[config.mk]
export PLATFORM = sky130hd
export DESIGN_NAME = apb_reg_slave
export DESIGN_NICKNAME = d
export VERILOG_FILES = /design/src/rtl/apb_pkg.sv /design/src/rtl/apb_regfile.sv /design/src/rtl/apb_reg_slave.sv
export SDC_FILE = /design/constraint.sdc
export NUM_CORES = 1
export LEC_CHECK = 0
export CAP_MARGIN = 20
export CORE_MARGIN = 2
export CORE_UTILIZATION = 45
export CTS_BUF_LIST = sky130_fd_sc_hd__clkbuf_16
export DETAILED_ROUTE_END_ITERATION = 8
export GPL_TIMING_DRIVEN = 0
export PLACE_DENSITY = 0.67
export SLEW_MARGIN = 20
export SYNTH_ARGS = -nofsm -noshare
export SYNTH_HDL_FRONTEND = slang
export SYNTH_SLANG_ARGS = --single-unit
export TNS_END_PERCENT = 10
[constraint.sdc]
create_clock -name pclk -period 4.7 [get_ports pclk]
set_input_delay 0.94 -clock pclk [delete_from_list [all_inputs] [get_ports pclk]]
set_output_delay 0.94 -clock pclk [all_outputs]
set_load 0.005 [all_outputs]
[src/rtl/apb_pkg.sv]
// rtl/apb_pkg.sv - shared APB widths and completer state encoding
package apb_pkg;

    localparam int APB_DATA_W = 32;
    localparam int APB_ADDR_W = 32;

    typedef enum logic {
        SL_IDLE   = 1'b0,
        SL_ACCESS = 1'b1
    } apb_slv_state_t;

endpackage

[src/rtl/apb_regfile.sv]
// rtl/apb_regfile.sv - register bank with sync write, comb read, sync clear
module apb_regfile
    import apb_pkg::*;
#(
    parameter int NUM_REGS = 8,
    parameter int IDX_W    = (NUM_REGS < 2) ? 1 : $clog2(NUM_REGS)
) (
    input  logic                  clk,
    input  logic                  clr,
    input  logic                  we,
    input  logic [IDX_W-1:0]      widx,
    input  logic [APB_DATA_W-1:0] wdata,
    input  logic [IDX_W-1:0]      ridx,
    output logic [APB_DATA_W-1:0] rdata
);

    logic [APB_DATA_W-1:0] regs [NUM_REGS];

    always_ff @(posedge clk) begin
        if (clr) begin
            for (int i = 0; i < NUM_REGS; i++) begin
                regs[i] <= '0;
            end
        end else if (we && (int'(widx) < NUM_REGS)) begin
            regs[widx] <= wdata;
        end
    end

    // Indices past the bank (non power-of-two sizes) read as zero
    always_comb begin
        rdata = '0;
        if (int'(ridx) < NUM_REGS) begin
            rdata = regs[ridx];
        end
    end

endmodule

[src/rtl/apb_reg_slave.sv]
// rtl/apb_reg_slave.sv - APB completer over a bank of 32-bit registers with fixed wait states
module apb_reg_slave
    import apb_pkg::*;
#(
    parameter int                  NUM_REGS    = 8,
    parameter logic [APB_ADDR_W-1:0] BASE_ADDR = 32'h0000_0000,
    parameter int                  WAIT_CYCLES = 0
) (
    input  logic                  pclk,
    input  logic                  preset,
    input  logic                  psel_i,
    input  logic                  penable_i,
    input  logic [APB_ADDR_W-1:0] paddr_i,
    input  logic                  pwrite_i,
    input  logic [APB_DATA_W-1:0] pwdata_i,
    output logic [APB_DATA_W-1:0] prdata_o,
    output logic                  pready_o,
    output logic                  pslverr_o
);

    localparam int WAIT_W = (WAIT_CYCLES < 2) ? 1 : $clog2(WAIT_CYCLES + 1);
    localparam int IDX_W  = (NUM_REGS < 2) ? 1 : $clog2(NUM_REGS);

    apb_slv_state_t        state, next_state;
    logic [WAIT_W-1:0]     cnt;
    logic [APB_ADDR_W-1:0] off;
    logic [APB_ADDR_W-3:0] idx_full;
    logic                  addr_err;
    logic                  complete;
    logic [APB_DATA_W-1:0] rd_data;

    // Offset wraps, so addresses below the window fail both the compare and the range check
    assign off      = paddr_i - BASE_ADDR;
    assign idx_full = off[APB_ADDR_W-1:2];
    assign addr_err = (|paddr_i[1:0]) || (|off[1:0]) || (paddr_i < BASE_ADDR)
                   || ({2'b00, idx_full} >= APB_ADDR_W'(NUM_REGS));
    assign complete = (state == SL_ACCESS) && psel_i && penable_i && (cnt == '0);

    always_ff @(posedge pclk) begin
        if (preset) begin
            state <= SL_IDLE;
            cnt   <= '0;
        end else begin
            state <= next_state;
            if (state == SL_IDLE && psel_i && !penable_i) begin
                cnt <= WAIT_W'(WAIT_CYCLES);
            end else if (state == SL_ACCESS && psel_i && penable_i && cnt != '0) begin
                cnt <= cnt - 1'b1;
            end
        end
    end

    always_comb begin
        next_state = state;
        case (state)
            SL_IDLE: begin
                if (psel_i && !penable_i) begin
                    next_state = SL_ACCESS;
                end
            end
            SL_ACCESS: begin
                if (!psel_i || complete) begin
                    next_state = SL_IDLE;
                end
            end
            default: next_state = SL_IDLE;
        endcase
    end

    always_comb begin
        pready_o  = complete;
        pslverr_o = complete && addr_err;
        prdata_o  = '0;
        if (complete && !pwrite_i && !addr_err) begin
            prdata_o = rd_data;
        end
    end

    apb_regfile #(
        .NUM_REGS (NUM_REGS),
        .IDX_W    (IDX_W)
    ) u_regfile (
        .clk   (pclk),
        .clr   (preset),
        .we    (complete && pwrite_i && !addr_err),
        .widx  (idx_full[IDX_W-1:0]),
        .wdata (pwdata_i),
        .ridx  (idx_full[IDX_W-1:0]),
        .rdata (rd_data)
    );

endmodule

==> summary.txt <==
Routed WL per cell = 26.63 um
# fillers = 2132
# port buffers = 101
GRT Residual Overflow = 0
Pwr Density = 352.3 nW/um2
CP max stage cell = clkdlybuf4s50_1
Final Util = 56.40%
Worst setup EP type = primary output
Starting Density = 45.71%
Max-slew headroom at the worst pin = 27.88%
Max-slew violation count = 0
R2R depth = 7
Worst Path Arrival = 3690 ps
Clk slew on worst S/H paths = 60 ps
Hold crit path type = flop to flop
Syn_area_per_cell = 13.44 um2
Sw power = 1.130 mW
Via density = 6.117
Router iterations before antenna repair = 7
Final setup vio count = 0
Post-synth EDFFs = 256
Clk_skew = 21.60 ps
Total Wirelength = 36.96 mm
YS warnings = 0
Max H-tree Level = 1
Worst r2r src = cnt
CTS sink count = 258
Crit path cell chain = clkdlybuf4s50_1 -> buf_2 -> buf_2 -> buf_2 -> o221ai_1 -> a211oi_1 -> clkdlybuf4s50_1
Root Driver = clkbuf_16
Worst hold slack = 483.6 ps
Number of CTS-inserted buffers = 27
End of the worst hold path = state
Critical path type = primary input to primary output
Die area = 27710 um2
DRT iter0 DRCs = 1069
Most frequent cells in the layout = nor2_1 (274), edfxtp_1 (256), clkdlybuf4s50_1 (101)
Core area = 25980 um2
HPWL after DPL = 24.25 mm
Cell variety after synth = 53
Synth Flop Type = edfxtp_1
Most common cell after layout, fill and taps aside = nor2_1
Fin nets = 1101
Clock latency on the worst-skew pair = 550 ps
Internal power = 4.033 mW
Tcrit/Tclk final = 98.57%
RSZ-0062 raised after global routing = yes
Clock power share = 41.6%
CTS tree = built
Vias = 8490
VDD IR max = 0.2361 mV
Cells after synthesis = 884
Max-cap viol count = 0
Setup crit start kind = primary input
Combinational share of power = 7.5%
Static Leak = 4.567 nW
#FFs+latches synth = 258
Placer Congestion = 0.8282
Number of hold violations in the final report = 0
Total I/O pin count = 103
Pwr Total = 5.163 mW
Worst R2R Setup Slack = 1820 ps
Cell Area, Synth = 11880 um2
Min Clock Period, post-route = 4633 ps
Critical Path Max Stage Delay = 590 ps
Clock Tree Buf Depth = 3
Most Frequent Cell on Critical Path = buf_2
Number of nets still failing antenna checks after routing = 0
N_diodes = 0
Die W = 166.5 um
Hold-fix buffers at CTS = 0
Die Y = 166.5 um
Share of cells above drive strength 1 = 19.28%
First-pass GRT wire length = 54.12 mm
Setup Fix Bufs, Post-CTS = 0
Largest net degree at the start of global routing = 18
Initial antenna violation count = 0
Status = complete, no violations
Worst-Margin Slew = 1082 ps
Sequential share of the synthesized area = 65.05%
Reg power frac = 50.9%
Vias in the first global route = 8500
Residual DRC count = 0
Rows = 59
Data required, critical path = 3760 ps
Switch share = 21.88%
Hold Path Depth = 2
Hold Startpoint = cnt
Worst Path Max Fanout = 10
Area delta synth->final = 23.38%
Net count of the mapped netlist = 953
Crit Reg-Reg Endpoint = u_regfile.regs[0][7]
Tot GR Track Use = 26.40%
Highest clock rate = 215.8 MHz
Fraction of registers with async set/reset = 0%
-- cells in the mapped netlist, types with 2 or more instances --
library cell / number / share of area [%]
a2111oi_0: 3 / 0.22
a2111oi_2: 4 / 0.51
a211oi_1: 14 / 0.88
a21oi_1: 7 / 0.29
a221oi_1: 2 / 0.15
and3_1: 2 / 0.11
buf_1: 7 / 0.22
buf_2: 25 / 1.1
buf_4: 10 / 0.63
buf_6: 8 / 0.76
clkbuf_1: 18 / 0.57
dfxtp_1: 2 / 0.34
edfxtp_1: 256 / 65
inv_1: 8 / 0.25
mux2_2: 28 / 2.7
mux2i_1: 7 / 0.59
mux4_2: 19 / 3.6
nand2_1: 24 / 0.76
nand2b_1: 8 / 0.42
nand3_1: 7 / 0.29
nand3_4: 31 / 4.6
nor2_1: 275 / 8.7
nor2b_1: 5 / 0.26
nor4_1: 6 / 0.32
o21a_1: 6 / 0.38
o21ai_0: 14 / 0.59
o221ai_1: 37 / 2.7
o22a_1: 3 / 0.22
o22ai_1: 21 / 1.1
o31ai_1: 2 / 0.13
o32ai_1: 2 / 0.15
or2_2: 2 / 0.11
-- sequential cells by signal, summed over array words and instances, names as in the netlist --
name,cells
cnt,1
state,1
u_regfile.regs,256
-- power by group through the flow --
stage,Combinational [mW],Sequential [mW],Clock [mW]
floorplan,0.176,2.68,0
global placement,0.332,2.69,0
detailed placement,0.380,2.68,0
CTS,0.382,2.63,2.14
global route,0.402,2.64,2.22
finish,0.388,2.63,2.15
-- through the flow --
stage	setup WS, ps	TNS (ps)	std cells	area, um2
CTS	17.50	0	1388	14650
global placement	-3081	-754230	1320	13310
detailed placement	-250.2	-1274	1338	13770
floorplan	-6.549	-419.1	884	11880
global route	-20.20	-23.11	1388	14660
finish	67.00	0	1388	14660
-- how the worst max path moves through the flow --
stage	from	to	slack [ps]	depth (start not counted)
CTS	paddr_i[3]	prdata_o[10]	20	7
finish	paddr_i[4]	prdata_o[10]	70	7
floorplan	paddr_i[23]	u_regfile.regs[0][0]	-7	5
detailed placement	paddr_i[3]	prdata_o[10]	-250	7
global route	paddr_i[1]	prdata_o[23]	-20	8
global placement	paddr_i[18]	u_regfile.regs[1][1]	-3080	6
-- timing repair --
| action | 4_1_cts | 5_1_grt |
|---|---|---|
| endpoints found under the setup margin | 11 | 7 |
| pin swaps | 0 | 0 |
| gates resized for setup | 3 | 3 |
-- final cells by class --
cell class	count	area, um2	area share, %
clock inverter	23	206.4	1.409
inverter	10	37.54	0.2561
buffer	69	409.1	2.792
clock buffer	27	675.6	4.610
multi-input combinational	547	3807	25.98
sequential	258	7727	52.72
timing repair buffer	119	1374	9.373
tap	335	419.2	2.860
-- critical path, delay by kind of cell --
kind / cells / cell delay [ps]
AO/OA/AOI/OAI: 2 / 610
buffers and inverters: 5 / 2130
-- routing by layer --
| layer | wire length, um | GRT usage [%] |
|---|---|---|
| met1 | 13850 | 35.21 |
| met2 | 17320 | 42.51 |
| met3 | 4168 | 5.371 |
| met4 | 1623 | 10.98 |
| met5 | 0 | 0 |
-- cells by family after synthesis --
logic type      after synthesis  share of synthesized area [%]
compound gates              122                          8.079
xor+xnor                      1                        0.07374
buf+inv                      79                          3.718
flops                       258                          65.05
mux                          54                          6.846
simple gates                370                          16.23
No activity file was read; power rests on OpenSTA's default activity.
